**config.mk**
```make
export PLATFORM = sky130hd
export DESIGN_NAME = bsearch_ctrl
export DESIGN_NICKNAME = d
export VERILOG_FILES = /design/src/rtl/bsearch_ctrl.sv
export SDC_FILE = /design/constraint.sdc
export NUM_CORES = 1
export LEC_CHECK = 0
export BUFFER_PORTS_ARGS = -buffer_cell sky130_fd_sc_hd__buf_2
export CAP_MARGIN = 40
export CELL_PAD_IN_SITES_DETAIL_PLACEMENT = 1
export CELL_PAD_IN_SITES_GLOBAL_PLACEMENT = 1
export CORE_MARGIN = 10
export CORE_UTILIZATION = 33
export CTS_BUF_LIST = sky130_fd_sc_hd__clkbuf_8
export DETAILED_ROUTE_END_ITERATION = 8
export PLACE_DENSITY_LB_ADDON = 0.1
export SYNTH_ARGS = -nofsm -noshare
export SYNTH_HDL_FRONTEND = slang
export SYNTH_SLANG_ARGS = --single-unit
```
**constraint.sdc**
```tcl
create_clock -name clk -period 2.2 [get_ports clk]
set_input_delay 0 -clock clk [delete_from_list [all_inputs] [get_ports clk]]
set_output_delay 0 -clock clk [all_outputs]
set_load 0.05 [all_outputs]
```
**src/rtl/bsearch_ctrl.sv**
```systemverilog
// Binary-search controller: walks a sorted synchronous-read RAM through an external comparator.
// Latency 3 cycles per probe (+1 range check when not found); start ignored while busy.
// Optional probe counter output enabled by defining BSEARCH_STATS_EN.
module bsearch_ctrl #(
    parameter int DATA_W = 32,
    parameter int ADDR_W = 5
) (
    input  logic              clk,
    input  logic              rst,
    input  logic              start,
    input  logic [DATA_W-1:0] key,
    input  logic [ADDR_W:0]   len,
    output logic [ADDR_W-1:0] mem_addr,
    input  logic [DATA_W-1:0] mem_rdata,
    output logic [DATA_W-1:0] cmp_a,
    output logic [DATA_W-1:0] cmp_b,
    input  logic              cmp_eq,
    input  logic              cmp_gt,
    input  logic              cmp_lt,
    output logic              busy,
    output logic              done,
    output logic              found,
`ifdef BSEARCH_STATS_EN
    output logic [ADDR_W+1:0] probes,
`endif
    output logic [ADDR_W-1:0] index
);

    localparam int RW = ADDR_W + 2;
    localparam logic [RW-1:0] MAX_LEN = RW'(1 << ADDR_W);

    typedef enum logic [2:0] {
        S_IDLE,
        S_ADDR,
        S_WAIT,
        S_CMP,
        S_DONE
    } state_t;

    state_t            state;
    state_t            state_nxt;
    logic [RW-1:0]     lo;
    logic [RW-1:0]     hi;
    logic [RW-1:0]     mid_q;
    logic [RW-1:0]     mid_w;
    logic [RW-1:0]     len_ext;
    logic [DATA_W-1:0] key_q;

    assign len_ext = {1'b0, len};
    // Range bounds are at most 2^ADDR_W, so the sum cannot overflow RW bits.
    assign mid_w   = (lo + hi) >> 1;

    assign cmp_a = mem_rdata;
    assign cmp_b = key_q;
    assign busy  = (state != S_IDLE);
    assign done  = (state == S_DONE);

    always_ff @(posedge clk) begin
        if (rst) begin
            state <= S_IDLE;
        end else begin
            state <= state_nxt;
        end
    end

    always_comb begin
        state_nxt = state;
        case (state)
            S_IDLE: if (start) state_nxt = S_ADDR;
            S_ADDR: state_nxt = (lo >= hi) ? S_DONE : S_WAIT;
            S_WAIT: state_nxt = S_CMP;
            S_CMP:  state_nxt = cmp_eq ? S_DONE : S_ADDR;
            S_DONE: state_nxt = S_IDLE;
            default: state_nxt = S_IDLE;
        endcase
    end

    always_ff @(posedge clk) begin
        if (rst) begin
            lo       <= '0;
            hi       <= '0;
            mid_q    <= '0;
            key_q    <= '0;
            mem_addr <= '0;
            found    <= 1'b0;
            index    <= '0;
`ifdef BSEARCH_STATS_EN
            probes   <= '0;
`endif
        end else begin
            case (state)
                S_IDLE: begin
                    if (start) begin
                        key_q <= key;
                        lo    <= '0;
                        hi    <= (len_ext > MAX_LEN) ? MAX_LEN : len_ext;
                        found <= 1'b0;
                        index <= '0;
`ifdef BSEARCH_STATS_EN
                        probes <= '0;
`endif
                    end
                end
                S_ADDR: begin
                    if (lo < hi) begin
                        mid_q    <= mid_w;
                        mem_addr <= mid_w[ADDR_W-1:0];
                    end
                end
                S_CMP: begin
`ifdef BSEARCH_STATS_EN
                    probes <= probes + RW'(1);
`endif
                    // eq beats lt beats gt; no flag at all narrows like gt.
                    if (cmp_eq) begin
                        found <= 1'b1;
                        index <= mid_q[ADDR_W-1:0];
                    end else if (cmp_lt) begin
                        lo <= mid_q + RW'(1);
                    end else if (cmp_gt) begin
                        hi <= mid_q;
                    end else begin
                        hi <= mid_q;
                    end
                end
                default: ;
            endcase
        end
    end

endmodule

```
Word level (Yosys, flattened, before mapping)
Index checks and enable logic that the tools add are counted.
{"block": "word_totals", "wordCells": 49, "reg_bits": 66}
{"block": "classes", "mux": 19, "n_lt_le_gt_ge": 3, "add_sub_neg": 2, "n_eq_ne": 9, "reduce_logical": 8}
{"cell": "two-way mux 7 bit", "count": 6}
{"cell": "one-hot mux 7 bit (2 select lines)", "count": 2}
{"cell": "one-hot mux 3 bit (4 select lines)", "count": 1}
{"cell": "two-way mux 5 bit", "count": 2}
{"cell": "inequality test 2 bit (second input constant)", "count": 5}
{"cell": "one-hot mux 5 bit (2 select lines)", "count": 1}
{"cell": "two-way mux 3 bit", "count": 3}
{"cell": "AND reduction 4 bit", "count": 2}
{"cell": "adder 6 x 1 -> 7 bit (second input constant)", "count": 1}
{"cell": "adder 7 bit", "count": 1}
{"cell": ">= comparator 7 bit", "count": 1}
{"cell": "< comparator 7 bit", "count": 1}
{"cell": "equality test 3 x 2 -> 1 bit (second input constant)", "count": 2}
{"cell": "> comparator 6 bit (second input constant)", "count": 1}
{"cell": "two-way mux 6 bit", "count": 1}
{"cell": "AND reduction 2 bit", "count": 2}
{"cell": "equality test 3 x 1 -> 1 bit (second input constant)", "count": 1}
{"cell": "equality test 3 bit (second input constant)", "count": 1}
{"cell": "logical NOT 3 bit", "count": 1}
{"cell": "AND reduction 3 bit", "count": 1}
{"cell": "nonzero test 3 bit", "count": 1}
{"cell": "two-way mux 1 bit", "count": 2}
{"cell": "one-hot mux 1 bit (2 select lines)", "count": 1}
{"cell": "nonzero test 2 bit", "count": 1}

Logic depth before layout (Yosys ltp)
{"block": "depth", "depth_word": 4, "ltp_mapped": 7}

Worst setup path after synthesis
Ideal clock, no wire load.
{"block": "synth_path", "kind": "register to register", "startpoint": "register hi[5]", "endpoint": "register mid_q[4]", "setup_slack_ns": 0.433, "setup_time_ns": 0.086, "path_buffers": 0, "t_required_ns": 2.114, "t_arrival_ns": 1.681, "path_stages_with_launch": 7, "path_cell_list": "dfxtp_1 -> inv_1 -> ha_1 -> or4b_2 -> nand4_1 -> a211oi_1 -> a211oi_1"}
{"block": "synth_between", "elab_chain_cells": 2}
{"item": "start: declaration", "line_no": "43", "source": "logic [RW-1:0] hi;"}
{"item": "start signal: assignment", "line_no": "96", "source": "hi <= (len_ext > MAX_LEN) ? MAX_LEN : len_ext;"}
{"item": "start signal: assignment", "line_no": "121", "source": "hi <= mid_q;"}
{"item": "start signal: assignment", "line_no": "123", "source": "hi <= mid_q;"}
{"item": "< comparator 7 bit", "line_no": "105", "source": "if (lo < hi) begin"}
{"item": "AND reduction 2 bit (no source line)"}
{"item": "end signal: assignment", "line_no": "106", "source": "mid_q <= mid_w;"}
{"item": "end: declaration", "line_no": "44", "source": "logic [RW-1:0] mid_q;"}
Several ways; a longest one is shown, not always the timed one.
A chain may end at the register's enable or synchronous reset.

Final worst setup path
Ends and elaborated chain as after synthesis.

==> results.md <==
* Outcome: completed
* Hold WS at approximately 0.000014 ns
* Most frequent cell after synthesis: nand2_1
* Worst min-delay path class: in2out
* Die width at approximately 120 µm
* Post-route minimum period at roughly 1.9 ns
* Cell Pwr Density at about 780 nW/µm²
* Routed Antenna Nets at 0
* Worst slew margin at 0.545
* Final setup viols at 0
* Input/output buffers at just under 90
* Placement row count at 35
* Register area at 1200 µm²
* Critical Path RT at around 2.5 ns
* Clk root buf: clkbuf_8
* DR vias at 2794
* Number of inserted diodes at 0
* Final hold violations at 0
* Final Core Density at 0.421
* Grt total ovfl at 0
* Seq/Total Area, Yosys at 0.386
* Min-delay src: mem_rdata[13]
* WL final at just under 10000 µm
* Synthesized net count at roughly 460
* Total power at 3040 µW
* Post-synth EDFFs at 0
* Max-cap violations at 0
* Final Skew at ~0.013 ns
* Critical Path Sink Type: flip-flop
* Setup tns final at 0 ns
* Final period util at 0.882
* DIE AREA at approximately 14000 µm²
* Layout cells sized above 1 at 0.263
* Setup Buffers After CTS at 0
* Reg2reg start: hi[5]$_SDFFE_PP0P_
* Initial antenna violation count at 0
* Yosys cell types at 47
* IO Pins at ~150
* First-pass GRT wire length at 15600 µm
* Peak supply drop at around 0.27 mV
* YS warnings at 0
* Routability cong. at a little under 0.8
* Reg clk slew, reported paths at around 0.07 ns
* Filler instances at about 1100
* Share of the synthesized area in the top cell type at 0.386
* # DRC at 0
* Largest net degree at the start of global routing at 36
* Post-synth top cells: nand2_1 (70), dfxtp_1 (60), a21oi_1 (50), buf_4 (38), nor2_1 (16)
* Max Freq at around 520 MHz
* Starting Density at 0.339
* Async set-reset flop share out of synthesis at 0
* Post-synthesis area per instance at 8.37 µm²
* DR iter-0 viols at 129
* Footprint of the multi-input gates at ~1500 µm²
* Clk sinks at 60
* CP startpoint kind: flip-flop
* #FFs+latches synth at 60
* Vias in the first global route at about 2900
* Synthesized area at 3110 µm²
* Yosys top cell by area: dfxtp_1
* GRT Overall Usage at 0.145
* Longest Clk Path Bufs at 2
* Skew-Pair Late Insertion Delay at around 0.35 ns
* P&R area growth vs syn at 24.4%
* Ranking of synthesized cells by area: dfxtp_1 (39%), buf_4 (9.2%), nand2_1 (8.4%)
* H-tree lvl count at 3
* Post-Synthesis Cells at about 370
* Crit-path max FO at 8
* Critical Path AT at around 2.2 ns
* Setup crit start: hi[5]$_SDFFE_PP0P_
* Worst Tran Pin Value at between 0.6 and 0.7 ns
* CTS tree: yes
* CORE AREA at ~9200 µm²
* DR pass1 iterations at 4
* Nets at 541
* Slew Limit Fails at 0
* Routed length per instance at about 17 µm
* Vias per inst at a little under 5
* DP HPWL at a little under 7000 µm
* Pleak at 0.00173 µW
* Synth Flop Type: dfxtp_1
* Die height at approximately 120 µm
* CTS Buf Count at 9
* Internal reg-to-reg setup slack at 0.26 ns
* Kind of critical path: reg2reg
* RSZ-0062 raised after global routing: no
state kept, by name, summed over array words and instances (netlist names):
name / flops
cmp_b: 32
found: 1
hi: 6
index: 5
lo: 7
mem_addr: 4
mid_q: 2
state: 3
critical path, cell delays in order (launching register included):
cell and delay [ns]:
dfxtp_1 0.39, inv_1 0.06, ha_1 0.37, or4b_2 0.69
nand4_1 0.10, a211oi_1 0.06, a211oi_1 0.20
timing repair:
action | 4_1_cts | 5_1_grt
gates resized for setup | 0 | 0
endpoints found under the hold margin | 32 | 0
hold buffers | 32 | 0
per-layer routing:
metal  track usage  vias up  part of all wire
met5             0        -                 0
met3        0.0398       16             0.064
met4        0.0544        0             0.015
met2         0.235       81              0.47
met1         0.180     1307              0.45
li1              -     1390                 -
where the power goes:
| part | leakage [µW] | switching, µW | internal [µW] | total, µW |
|---|---|---|---|---|
| registers | 0.000490 | 88.9 | 1180 | 1270 |
| logic | 0.00115 | 611 | 307 | 919 |
| clock network | 0.0000951 | 456 | 394 | 850 |
logic make-up after synthesis:
family                     synth area share
AOI/OAI and AO/OA                     0.170
xor gates and xnor gates             0.0141
adders and majority gates            0.0587
buffers and inverters                 0.132
DFF                                   0.386
muxes                                0.0193
and+or+nand+nor                       0.220
stage by stage:
stage / instances / worst slack (ns) / instance area, µm²
finish: 567 / 0.259 / 3870
CTS: 567 / 0.264 / 3870
floorplan: 372 / 0.433 / 3110
global placement: 519 / 0.310 / 3390
detailed placement: 519 / 0.281 / 3390
global route: 567 / 0.119 / 3870
layout make-up:
type / instances / area share
Multi-Input combinational cell: 246 / 0.387
Timing Repair Buffer: 125 / 0.216
Clock inverter: 7 / 0.00937
Sequential cell: 60 / 0.310
Inverter: 9 / 0.00872
Clock buffer: 9 / 0.0320
Tap cell: 111 / 0.0359
layout by cell type (no fill, tap or decap), types with 3 or more instances in the layout:
cell type and count:
nor3_1 5, nor2_2 4, clkbuf_8 9, a211oi_2 4
clkinv_2 4, nand2_1 70, inv_1 11, buf_12 3
buf_2 87, buf_4 3, nand3_1 11, ha_1 13
a211oi_1 8, dlygate4sd3_1 32, nand2b_1 6, nand3b_1 3
mux2i_1 6, a22oi_1 5, a21oi_1 50, xnor2_1 3
nor2b_1 7, o21ai_0 5, dfxtp_1 60, nor2_1 16
final timing paths:
kind / end / cells after the start
max reg2reg: mid_q[4]$_SDFFE_PP0P_ / 6
min reg2reg: cmp_b[2]$_SDFFE_PP0P_ / 2
max: mid_q[4]$_SDFFE_PP0P_ / 6
min: cmp_a[13] / 0
Power figures use the tool's default switching activity.
